<file path="src/rtl/fetch_if_id_stage_pkg.sv">
`default_nettype none
// ============================================================================
// Package    : fetch_if_id_stage_pkg
// Description: Shared types and constants for the fetch stage and the IF/ID
//              pipeline register (instruction width, NOP/HALT encodings,
//              fetch state encoding, PC increment helper).
// Revision   : 1.0 - initial release
// ============================================================================
package fetch_if_id_stage_pkg;

  localparam int unsigned c_INSTR_W   = 16;
  localparam logic [15:0] c_NOP_INSTR = 16'h0800;
  localparam logic [4:0]  c_HALT_OP   = 5'b00000;
  localparam logic [15:0] c_PC_STEP   = 16'h0002;

  typedef logic [c_INSTR_W-1:0] word_t;

  typedef enum logic [1:0] {
    ST_FETCH  = 2'd0,
    ST_WAIT   = 2'd1,
    ST_DRAIN  = 2'd2,
    ST_HALTED = 2'd3
  } state_e;

  // PC arithmetic is modulo 2^16; 16'hFFFE + 2 wraps to 16'h0000.
  function automatic word_t pc_inc(input word_t pc);
    return pc + c_PC_STEP;
  endfunction

  function automatic logic is_halt(input word_t instr);
    return instr[15:11] == c_HALT_OP;
  endfunction

endpackage
`default_nettype wire

</file>
<file path="src/rtl/fetch_if_id_stage_skid.sv">
`default_nettype none
// ============================================================================
// Module     : fetch_if_id_stage_skid
// Description: One-entry holding buffer for an instruction word and its PC+2.
//              Captures a read that completes while decode is stalled so the
//              word is not lost. Priority: clear > load > drain.
// Ports      : clk, rst       - clock, async active-high reset
//              i_load         - capture i_instr / i_pc2, mark valid
//              i_drain        - entry consumed, mark empty
//              i_clear        - invalidate (pipeline flush)
//              i_instr, i_pc2 - data to capture
//              o_valid, o_instr, o_pc2 - buffered entry
// Revision   : 1.0 - initial release
// ============================================================================
module fetch_if_id_stage_skid
  import fetch_if_id_stage_pkg::*;
(
  input  logic  clk,
  input  logic  rst,
  input  logic  i_load,
  input  logic  i_drain,
  input  logic  i_clear,
  input  word_t i_instr,
  input  word_t i_pc2,
  output logic  o_valid,
  output word_t o_instr,
  output word_t o_pc2
);

  logic  r_valid;
  word_t r_instr;
  word_t r_pc2;

  always_ff @(posedge clk or posedge rst) begin
    if (rst) begin
      r_valid <= 1'b0;
      r_instr <= '0;
      r_pc2   <= '0;
    end else if (i_clear) begin
      r_valid <= 1'b0;
    end else if (i_load) begin
      r_valid <= 1'b1;
      r_instr <= i_instr;
      r_pc2   <= i_pc2;
    end else if (i_drain) begin
      r_valid <= 1'b0;
    end
  end

  assign o_valid = r_valid;
  assign o_instr = r_instr;
  assign o_pc2   = r_pc2;

endmodule
`default_nettype wire

</file>
<file path="src/rtl/fetch_if_id_stage.sv">
`default_nettype none
// ============================================================================
// Module     : fetch_if_id_stage
// Description: Fetch stage plus IF/ID pipeline register. Owns the PC, issues
//              16-bit reads to the instruction cache over a done handshake and
//              presents instr/pc2/is_rst/valid to the decoder. Handles decode
//              stalls (with a one-entry skid), redirects and HALT.
// Ports      : clk, rst                 - clock, async active-high reset
//              imem_addr/imem_rd        - read request to instruction cache
//              imem_rdata/imem_done     - read completion from cache
//              stall_ID                 - hold IF/ID and PC
//              redirect/redirect_pc     - flush and restart at target
//              halt_ID                  - stop fetching
//              instr_IF_ID, pc2_IF_ID, is_rst_IF_ID, valid_IF_ID - to decoder
// Revision   : 1.0 - initial release
// ============================================================================
module fetch_if_id_stage
  import fetch_if_id_stage_pkg::*;
#(
  parameter logic [15:0] RESET_PC  = 16'h0000,
  parameter logic [15:0] NOP_INSTR = c_NOP_INSTR
) (
  input  logic        clk,
  input  logic        rst,
  output logic [15:0] imem_addr,
  output logic        imem_rd,
  input  logic [15:0] imem_rdata,
  input  logic        imem_done,
  input  logic        stall_ID,
  input  logic        redirect,
  input  logic [15:0] redirect_pc,
  input  logic        halt_ID,
  output logic [15:0] instr_IF_ID,
  output logic [15:0] pc2_IF_ID,
  output logic        is_rst_IF_ID,
  output logic        valid_IF_ID
);

  state_e r_state;
  word_t  r_pc;
  word_t  r_drain_addr;
  word_t  r_instr;
  word_t  r_pc2;
  logic   r_is_rst;
  logic   r_valid;

  state_e w_state_nx;
  word_t  w_pc_nx;
  word_t  w_drain_addr_nx;
  word_t  w_pc_plus2;
  word_t  w_addr;
  logic   w_rd;
  logic   w_bubble;
  logic   w_latch;
  word_t  w_src_instr;
  word_t  w_src_pc2;
  logic   w_skid_load;
  logic   w_skid_drain;
  logic   w_skid_clear;
  logic   w_skid_valid;
  word_t  w_skid_instr;
  word_t  w_skid_pc2;

  assign w_pc_plus2 = pc_inc(r_pc);

  fetch_if_id_stage_skid u_skid (
    .clk     (clk),
    .rst     (rst),
    .i_load  (w_skid_load),
    .i_drain (w_skid_drain),
    .i_clear (w_skid_clear),
    .i_instr (imem_rdata),
    .i_pc2   (w_pc_plus2),
    .o_valid (w_skid_valid),
    .o_instr (w_skid_instr),
    .o_pc2   (w_skid_pc2)
  );

  always_ff @(posedge clk or posedge rst) begin
    if (rst) begin
      r_state      <= ST_FETCH;
      r_pc         <= RESET_PC;
      r_drain_addr <= '0;
      r_instr      <= NOP_INSTR;
      r_pc2        <= '0;
      r_is_rst     <= 1'b1;
      r_valid      <= 1'b0;
    end else begin
      r_state      <= w_state_nx;
      r_pc         <= w_pc_nx;
      r_drain_addr <= w_drain_addr_nx;
      if (w_bubble) begin
        r_instr <= NOP_INSTR;
        r_valid <= 1'b0;
      end else if (w_latch) begin
        r_instr  <= w_src_instr;
        r_pc2    <= w_src_pc2;
        r_valid  <= 1'b1;
        r_is_rst <= 1'b0;
      end
    end
  end

  // Next-state / datapath control. Priority: redirect > stall > halt > advance.
  always_comb begin
    w_state_nx      = r_state;
    w_pc_nx         = r_pc;
    w_drain_addr_nx = r_drain_addr;
    w_addr          = r_pc;
    w_rd            = 1'b0;
    w_bubble        = 1'b0;
    w_latch         = 1'b0;
    w_src_instr     = imem_rdata;
    w_src_pc2       = w_pc_plus2;
    w_skid_load     = 1'b0;
    w_skid_drain    = 1'b0;
    w_skid_clear    = 1'b0;

    case (r_state)
      ST_FETCH: begin
        // A buffered word must reach IF/ID before any new request; a pending
        // HALT also suppresses the request so nothing past it is fetched.
        w_rd = ~stall_ID & ~halt_ID & ~w_skid_valid;
        if (redirect) begin
          w_bubble     = 1'b1;
          w_skid_clear = 1'b1;
          w_pc_nx      = redirect_pc;
          // A request already accepted by the cache must be allowed to finish.
          if (w_rd && !imem_done) begin
            w_state_nx      = ST_DRAIN;
            w_drain_addr_nx = r_pc;
          end
        end else if (stall_ID) begin
          // hold everything
        end else if (halt_ID) begin
          w_bubble     = 1'b1;
          w_skid_clear = 1'b1;
          w_state_nx   = ST_HALTED;
        end else if (w_skid_valid) begin
          w_latch      = 1'b1;
          w_src_instr  = w_skid_instr;
          w_src_pc2    = w_skid_pc2;
          w_skid_drain = 1'b1;
          w_pc_nx      = w_pc_plus2;
        end else if (imem_done) begin
          w_latch = 1'b1;
          w_pc_nx = w_pc_plus2;
        end else begin
          w_bubble   = 1'b1;
          w_state_nx = ST_WAIT;
        end
      end

      ST_WAIT: begin
        w_rd = 1'b1;
        if (redirect) begin
          w_bubble     = 1'b1;
          w_skid_clear = 1'b1;
          w_pc_nx      = redirect_pc;
          if (imem_done) begin
            w_state_nx = ST_FETCH;
          end else begin
            w_state_nx      = ST_DRAIN;
            w_drain_addr_nx = r_pc;
          end
        end else if (stall_ID) begin
          // PC advances only when the skid entry is delivered.
          if (imem_done) begin
            w_skid_load = 1'b1;
            w_state_nx  = ST_FETCH;
          end
        end else if (imem_done) begin
          w_state_nx = ST_FETCH;
          if (halt_ID) begin
            w_bubble   = 1'b1;
            w_state_nx = ST_HALTED;
          end else begin
            w_latch = 1'b1;
            w_pc_nx = w_pc_plus2;
          end
        end else begin
          w_bubble = 1'b1;
        end
      end

      ST_DRAIN: begin
        // PC already holds the redirect target; finish the orphaned read.
        w_addr   = r_drain_addr;
        w_rd     = 1'b1;
        w_bubble = 1'b1;
        if (redirect) begin
          w_pc_nx = redirect_pc;
        end
        if (imem_done) begin
          w_state_nx = ST_FETCH;
        end
      end

      ST_HALTED: begin
        w_bubble = 1'b1;
        if (redirect) begin
          w_pc_nx    = redirect_pc;
          w_state_nx = ST_FETCH;
        end
      end

      default: begin
        w_state_nx = ST_FETCH;
      end
    endcase
  end

  assign imem_addr    = w_addr;
  assign imem_rd      = w_rd & ~rst;
  assign instr_IF_ID  = r_instr;
  assign pc2_IF_ID    = r_pc2;
  assign is_rst_IF_ID = r_is_rst;
  assign valid_IF_ID  = r_valid;

endmodule
`default_nettype wire

</file>
<file path="config.mk">
export PLATFORM = sky130hd
export DESIGN_NAME = fetch_if_id_stage
export DESIGN_NICKNAME = d
export VERILOG_FILES = /design/src/rtl/fetch_if_id_stage_pkg.sv /design/src/rtl/fetch_if_id_stage_skid.sv /design/src/rtl/fetch_if_id_stage.sv
export SDC_FILE = /design/constraint.sdc
export NUM_CORES = 1
export LEC_CHECK = 0
export ABC_AREA = 1
export CAP_MARGIN = 10
export CORE_ASPECT_RATIO = 1.25
export CORE_UTILIZATION = 50
export CTS_BUF_LIST = sky130_fd_sc_hd__clkbuf_8
export CTS_CLUSTER_DIAMETER = 60
export DETAILED_ROUTE_END_ITERATION = 7
export PLACE_DENSITY = 0.79
export REMOVE_ABC_BUFFERS = 1
export SYNTH_ARGS = -nofsm -noshare
export SYNTH_HDL_FRONTEND = slang
export SYNTH_SLANG_ARGS = --single-unit
export TNS_END_PERCENT = 10
</file>
<file path="constraint.sdc">
create_clock -name clk -period 3 [get_ports clk]
set_input_delay 0.6 -clock clk [delete_from_list [all_inputs] [get_ports clk]]
set_output_delay 0.6 -clock clk [all_outputs]
set_load 0.1 [all_outputs]
</file>
==> impl_metrics.yaml, run 1 <==
global_route:
  gr-max-usage-layer: "met2"
  met2_usage_pct: 40.5
  grt_usage_pct: 24.3
  grt-ovfl-total: 0
  grt_max_degree: 52
  grt_pass1_vias: 4387
  antenna_found_initial: 0
  met3_usage_pct: 3.68
  met1_usage_pct: 32.5
  grt_pass1_wl_um: 20700
logic_synthesis:
  synth_seq_cells: 101
  syn_area_per_cell_um2: 7.63
  synthDistinctLibCells: 38
  ys_warn_count: 0
  synth_area_leaders: "dfrtp_1 47%, nand2_1 17%, o21ai_0 7.0%"
  synthCells: 695
  ys_seq_area_share_pct: 47.7
  syn-cell-area_um2: 5310
  synth_top_area_cell: "dfrtp_1"
  synth_top_area_share_pct: 46.7
outcome:
  status: "completed"
critical_path:
  worstRegToRegCells: 7
  arrival_ps: 2040
  critPathLaunchType: "input port"
  crit_fanout: 5
  regToRegEndpoint: "u_skid.o_pc2[4]$_DFFE_PP0P_"
  endpoint_kind: "primary output"
  crit_type: "in -> out"
  r2r_slack_ps: 640
  worstReg2RegStart: "r_state[1]$_DFFE_PP0P_"
  required_ps: 2400
timing:
  rsz0062_at_grt: "no"
  tightest_slew_ps: 967
  setup_viol: 0
  skew_ps: 17.2
  slew_viol_final: 0
  fin_tns_setup_ps: 0
  min_period_ps: 2640
  hold_viol: 0
  post-route-period-util_pct: 88.1
  fmax_mhz: 378
  slew_headroom_pct: 35.4
final_layout:
  fin_area_um2: 6490
  final_common_cell: "nand2_1"
  finish.utilization_pct: 63.6
  layout_common_cells: "235 x nand2_1, 99 x dfrtp_1, 74 x o21ai_0"
  nets: 814
  area_growth_pct: 22.4
  drive_above_1_share_pct: 13.7
  fill_cells: 915
  n_antenna_cell: 0
route:
  viasPerCell: 5.16
  routed_wl_um: 12300
  drc: 0
  ant_nets: 0
  drt_iter0_markers: 267
  via_count: 4670
  firstDrtPassIters: 5
  wl_per_cell_um: 13.6
clock_network:
  cts.sinks: 101
  cts.repair.resized: 0
  tritoncts: "yes"
  cts_setup_buffers: 0
  cts_max_level: 3
  clock_path_buffers: 2
  cts_hold_buf: 0
  clockRootBuffer: "clkbuf_8"
  path_clk_slew_ps: 90
  insertion_delay_ps: 380
  cts_buffers: 9
floorplan:
  fp.dieArea_um2: 11000
  ios: 89
  rows: 41
  fp.dieW_um: 94.1
  fp.dieH_um: 117
  start_util_pct: 52.0
  core_um2: 10200
hold_path:
  holdPathStages: 2
  hp-start: "is_rst_IF_ID$_DFFE_PP1P_"
  whs_endpoint: "is_rst_IF_ID$_DFFE_PP1P_"
  hold_class: "reg -> reg"
place:
  dpl_cell_area_um2: 6330
  port_buffers: 88
  gp_congestion: 0.918
  dpl.hpwl_um: 8870
job:
  drv_cap: 0
pwr:
  pwr_density_cell_nw_per_um2: 1160
  leakage_nw: 3.24
  ir_drop_v: 0.00124
## critical path: stages
cell,delay [ps]
clkdlybuf4s50_1,590
nor2_4,250
inv_1,70
nor3_1,160
o21a_1,180
buf_12,180
## Yosys cell counts, drive strengths merged
cell    count
ha          5
a21oi       5
nor2       64
clkinv      1
clkbuf      7
o22ai       1
xor2        3
nor3        1
o21ai     110
nand4       8
nand2     240
dfrtp      99
inv        67
a21boi      8
a22oi       1
buf        23
o21a        1
dfstp       2
or2         4
a31oi       7
nand3      38
## registers in the layout, summed over array words and instances, names as in the netlist
register / count
instr_IF_ID: 16
is_rst_IF_ID: 1
pc2_IF_ID: 16
r_drain_addr: 16
r_pc: 16
r_state: 2
u_skid.o_instr: 16
u_skid.o_pc2: 16
u_skid.o_valid: 1
valid_IF_ID: 1
## routing by layer
metal,vias up,wire length (µm)
met5,-,0
met2,131,5890
met1,2152,5620
li1,2365,-
met3,22,572
met4,0,217
## logic make-up after synthesis
logic type / share of synthesized area (%)
AND/OR/NAND/NOR: 28.2
AO/OA/AOI/OAI: 13.6
XOR/XNOR: 0.495
adder cells (fa/ha/maj): 1.18
flip-flops: 47.7
buffers and inverters: 8.82
## report_power, final
group	internal, W	switching [W]
logic	0.00131	0.00323
clock network	0.000298	0.000476
registers	0.00188	0.000349
## how the worst max path moves through the flow
stage / start / endpoint / slack, ps / cells after the start
2_1_floorplan: r_state[0]$_DFFE_PP0P_ / imem_addr[0] / -770 / 3
3_3_place_gp: stall_ID / u_skid.o_pc2[4]$_DFFE_PP0P_ / 230 / 6
3_5_place_dp: stall_ID / u_skid.o_pc2[2]$_DFFE_PP0P_ / 140 / 5
4_1_cts: halt_ID / imem_rd / 360 / 6
5_1_grt: r_state[0]$_DFFE_PP0P_ / imem_rd / 300 / 6
6_report: halt_ID / imem_rd / 360 / 6
## layout make-up
cell class,count,area (µm²),share of cell area [%]
Sequential cell,101,2530,39.0
Timing Repair Buffer,95,1060,16.3
Multi-Input combinational cell,496,2310,35.6
Clock buffer,9,124,1.91
Inverter,68,265,4.08
Clock inverter,7,42.5,0.655
Tap cell,129,161,2.49
## stage by stage
step	setup slack [ps]	instances	hold slack, ps	total power, W
finish	356	905	450	0.00755
global route	297	905	470	0.00803
CTS	363	905	455	0.00758
detailed placement	138	889	440	0.00679
global placement	231	889	430	0.00672
floorplan	-765	665	448	0.00540
Note: power is estimated with default switching activity, not from simulation.
==> run 2: changes to the inputs <==
--- a/config.mk
+++ b/config.mk
@@ -6,12 +6,13 @@
 export NUM_CORES = 1
 export LEC_CHECK = 0
 export ABC_AREA = 1
-export CAP_MARGIN = 10
 export CORE_ASPECT_RATIO = 1.25
 export CORE_UTILIZATION = 50
 export CTS_BUF_LIST = sky130_fd_sc_hd__clkbuf_8
 export CTS_CLUSTER_DIAMETER = 60
 export DETAILED_ROUTE_END_ITERATION = 7
+export GPL_ROUTABILITY_DRIVEN = 0
+export GPL_TIMING_DRIVEN = 0
 export PLACE_DENSITY = 0.79
 export REMOVE_ABC_BUFFERS = 1
 export SYNTH_ARGS = -nofsm -noshare
==> impl_metrics.yaml, run 2 (same netlist as run 1, synthesis figures left out) <==
pwr:
  leakage_nw: 3.10
  pwr_density_cell_nw_per_um2: 1130
  ir_drop_v: 0.000977
hold_path:
  holdPathStages: 2
  hold_class: "reg -> reg"
final_layout:
  final_common_cell: "nand2_1"
  drive_above_1_share_pct: 7.39
  nets: 809
  layout_common_cells: "235 x nand2_1, 99 x dfrtp_1, 74 x o21ai_0"
  multi_input_area_um2: 2330
  seq_area_um2: 2530
  area_growth_pct: 21.0
  n_antenna_cell: 0
  fill_cells: 906
critical_path:
  crit_family: "buffers and inverters"
  crit_cells: 5
  required_ps: 2400
  worstRegToRegCells: 8
  crit_type: "reg -> out"
  crit_buf_inv: 2
  endpoint_kind: "primary output"
  crit_fanout: 35
  cp_cell_sequence: "inv_1 > ha_4 > nand2_1 > o21ai_0 > clkdlybuf4s15_1"
  cp_slowest_cell: "clkdlybuf4s15_1"
  critPathMaxStageDelay_ps: 850
  critPathLaunchType: "flip-flop"
  arrival_ps: 2380
place:
  dpl.hpwl_um: 8670
  port_buffers: 88
  place_ws_ps: -537
global_route:
  grt_pass1_wl_um: 21100
  grt_max_degree: 66
  antenna_found_initial: 0
  grt_usage_pct: 24.3
  grt-ovfl-total: 0
  grt_pass1_vias: 4560
timing:
  rsz0062_at_grt: "yes"
  slew_viol_final: 0
  whs_ps: 452
  post-route-period-util_pct: 99.3
  setup_ws_ps: 19.7
  tightest_slew_ps: 999
  min_period_ps: 2980
  fin_tns_setup_ps: 0
  hold_viol: 0
  setup_viol: 0
  skew_ps: 9.57
  slew_headroom_pct: 33.2
  fmax_mhz: 336
route:
  ant_nets: 0
  firstDrtPassIters: 5
  viasPerCell: 5.36
  drc: 0
  via_count: 4824
  drt_iter0_markers: 328
  wl_per_cell_um: 13.7
  routed_wl_um: 12300
clock_network:
  cts_max_level: 3
  cts_setup_buffers: 0
  insertion_delay_ps: 350
  cts_hold_buf: 0
  cts.repair.resized: 41
  cts_buffers: 9
  clockRootBuffer: "clkbuf_8"
  path_clk_slew_ps: 100
  cts.sinks: 101
  clock_path_buffers: 2
  tritoncts: "yes"
floorplan:
  rows: 41
  fp.dieW_um: 94.1
  fp.dieArea_um2: 11000
  ios: 89
  fp.dieH_um: 117
  start_util_pct: 52.0
  core_um2: 10200
outcome:
  status: "completed"
job:
  drv_cap: 0
run 2: cell types whose count changed in the layout (fill, tap and decap cells not counted), moves of 2 or more:
cell / before / now
buf_12: 20 / 0
clkbuf_2: 0 / 3
clkdlybuf4s15_2: 0 / 2
clkinv_2: 2 / 0
clkbuf_8: 9 / 12
clkdlybuf4s50_1: 37 / 71
buf_4: 38 / 0
clkdlybuf4s15_1: 0 / 11
buf_16: 0 / 2
run 2: worst paths after layout:
path	startpoint	to	slack (ps)
min in group asynchronous	rst	valid_IF_ID$_DFFE_PP0P_	700
hold reg to reg	is_rst_IF_ID$_DFFE_PP1P_	is_rst_IF_ID$_DFFE_PP1P_	450
max in group asynchronous	rst	instr_IF_ID[0]$_DFFE_PP0P_	1630
setup reg to reg	r_state[0]$_DFFE_PP0P_	pc2_IF_ID[6]$_DFFE_PP0P_	560
hold / removal	is_rst_IF_ID$_DFFE_PP1P_	is_rst_IF_ID$_DFFE_PP1P_	450
setup / recovery	r_state[0]$_DFFE_PP0P_	imem_addr[4]	20
run 2: through the flow:
stage | total power (W) | utilization (%) | instance area, µm² | instances
floorplan | 0.00540 | - | 5100 | 665
global placement | 0.00625 | 60.2 | 6140 | 882
detailed placement | 0.00637 | 60.8 | 6210 | 884
CTS | 0.00724 | 63.0 | 6430 | 900
global route | 0.00769 | 62.9 | 6420 | 900
finish | 0.00722 | 62.9 | 6420 | 900
run 2: final cells by class:
| class | count | share of cell area [%] |
|---|---|---|
| clock inverter | 4 | 0.721 |
| sequential | 101 | 39.4 |
| inverter | 68 | 4.13 |
| clock buffer | 12 | 2.57 |
| tap | 129 | 2.51 |
| multi-input combinational | 496 | 36.4 |
| timing repair buffer | 90 | 14.3 |
run 2: tightest hold or removal path: cells and delay by family (launching register included):
family	cells	cell delay [ps]
simple gates	1	40
buf+inv	1	40
flops	1	380
run 2: per-layer routing:
metal	global-route usage, %	wire [µm]	vias to the layer above
met3	3.88	696	22
met4	8.21	213	0
li1	-	-	2349
met2	41.3	5980	180
met1	31.8	5440	2273
met5	0	0	-
run 2: report_power, final:
part,internal [W],switching [W],leakage (nW)
sequential,0.00188,0.000350,1.28
clock,0.000453,0.000460,0.116
combinational,0.000928,0.00315,1.70
total,0.00326,0.00396,3.10
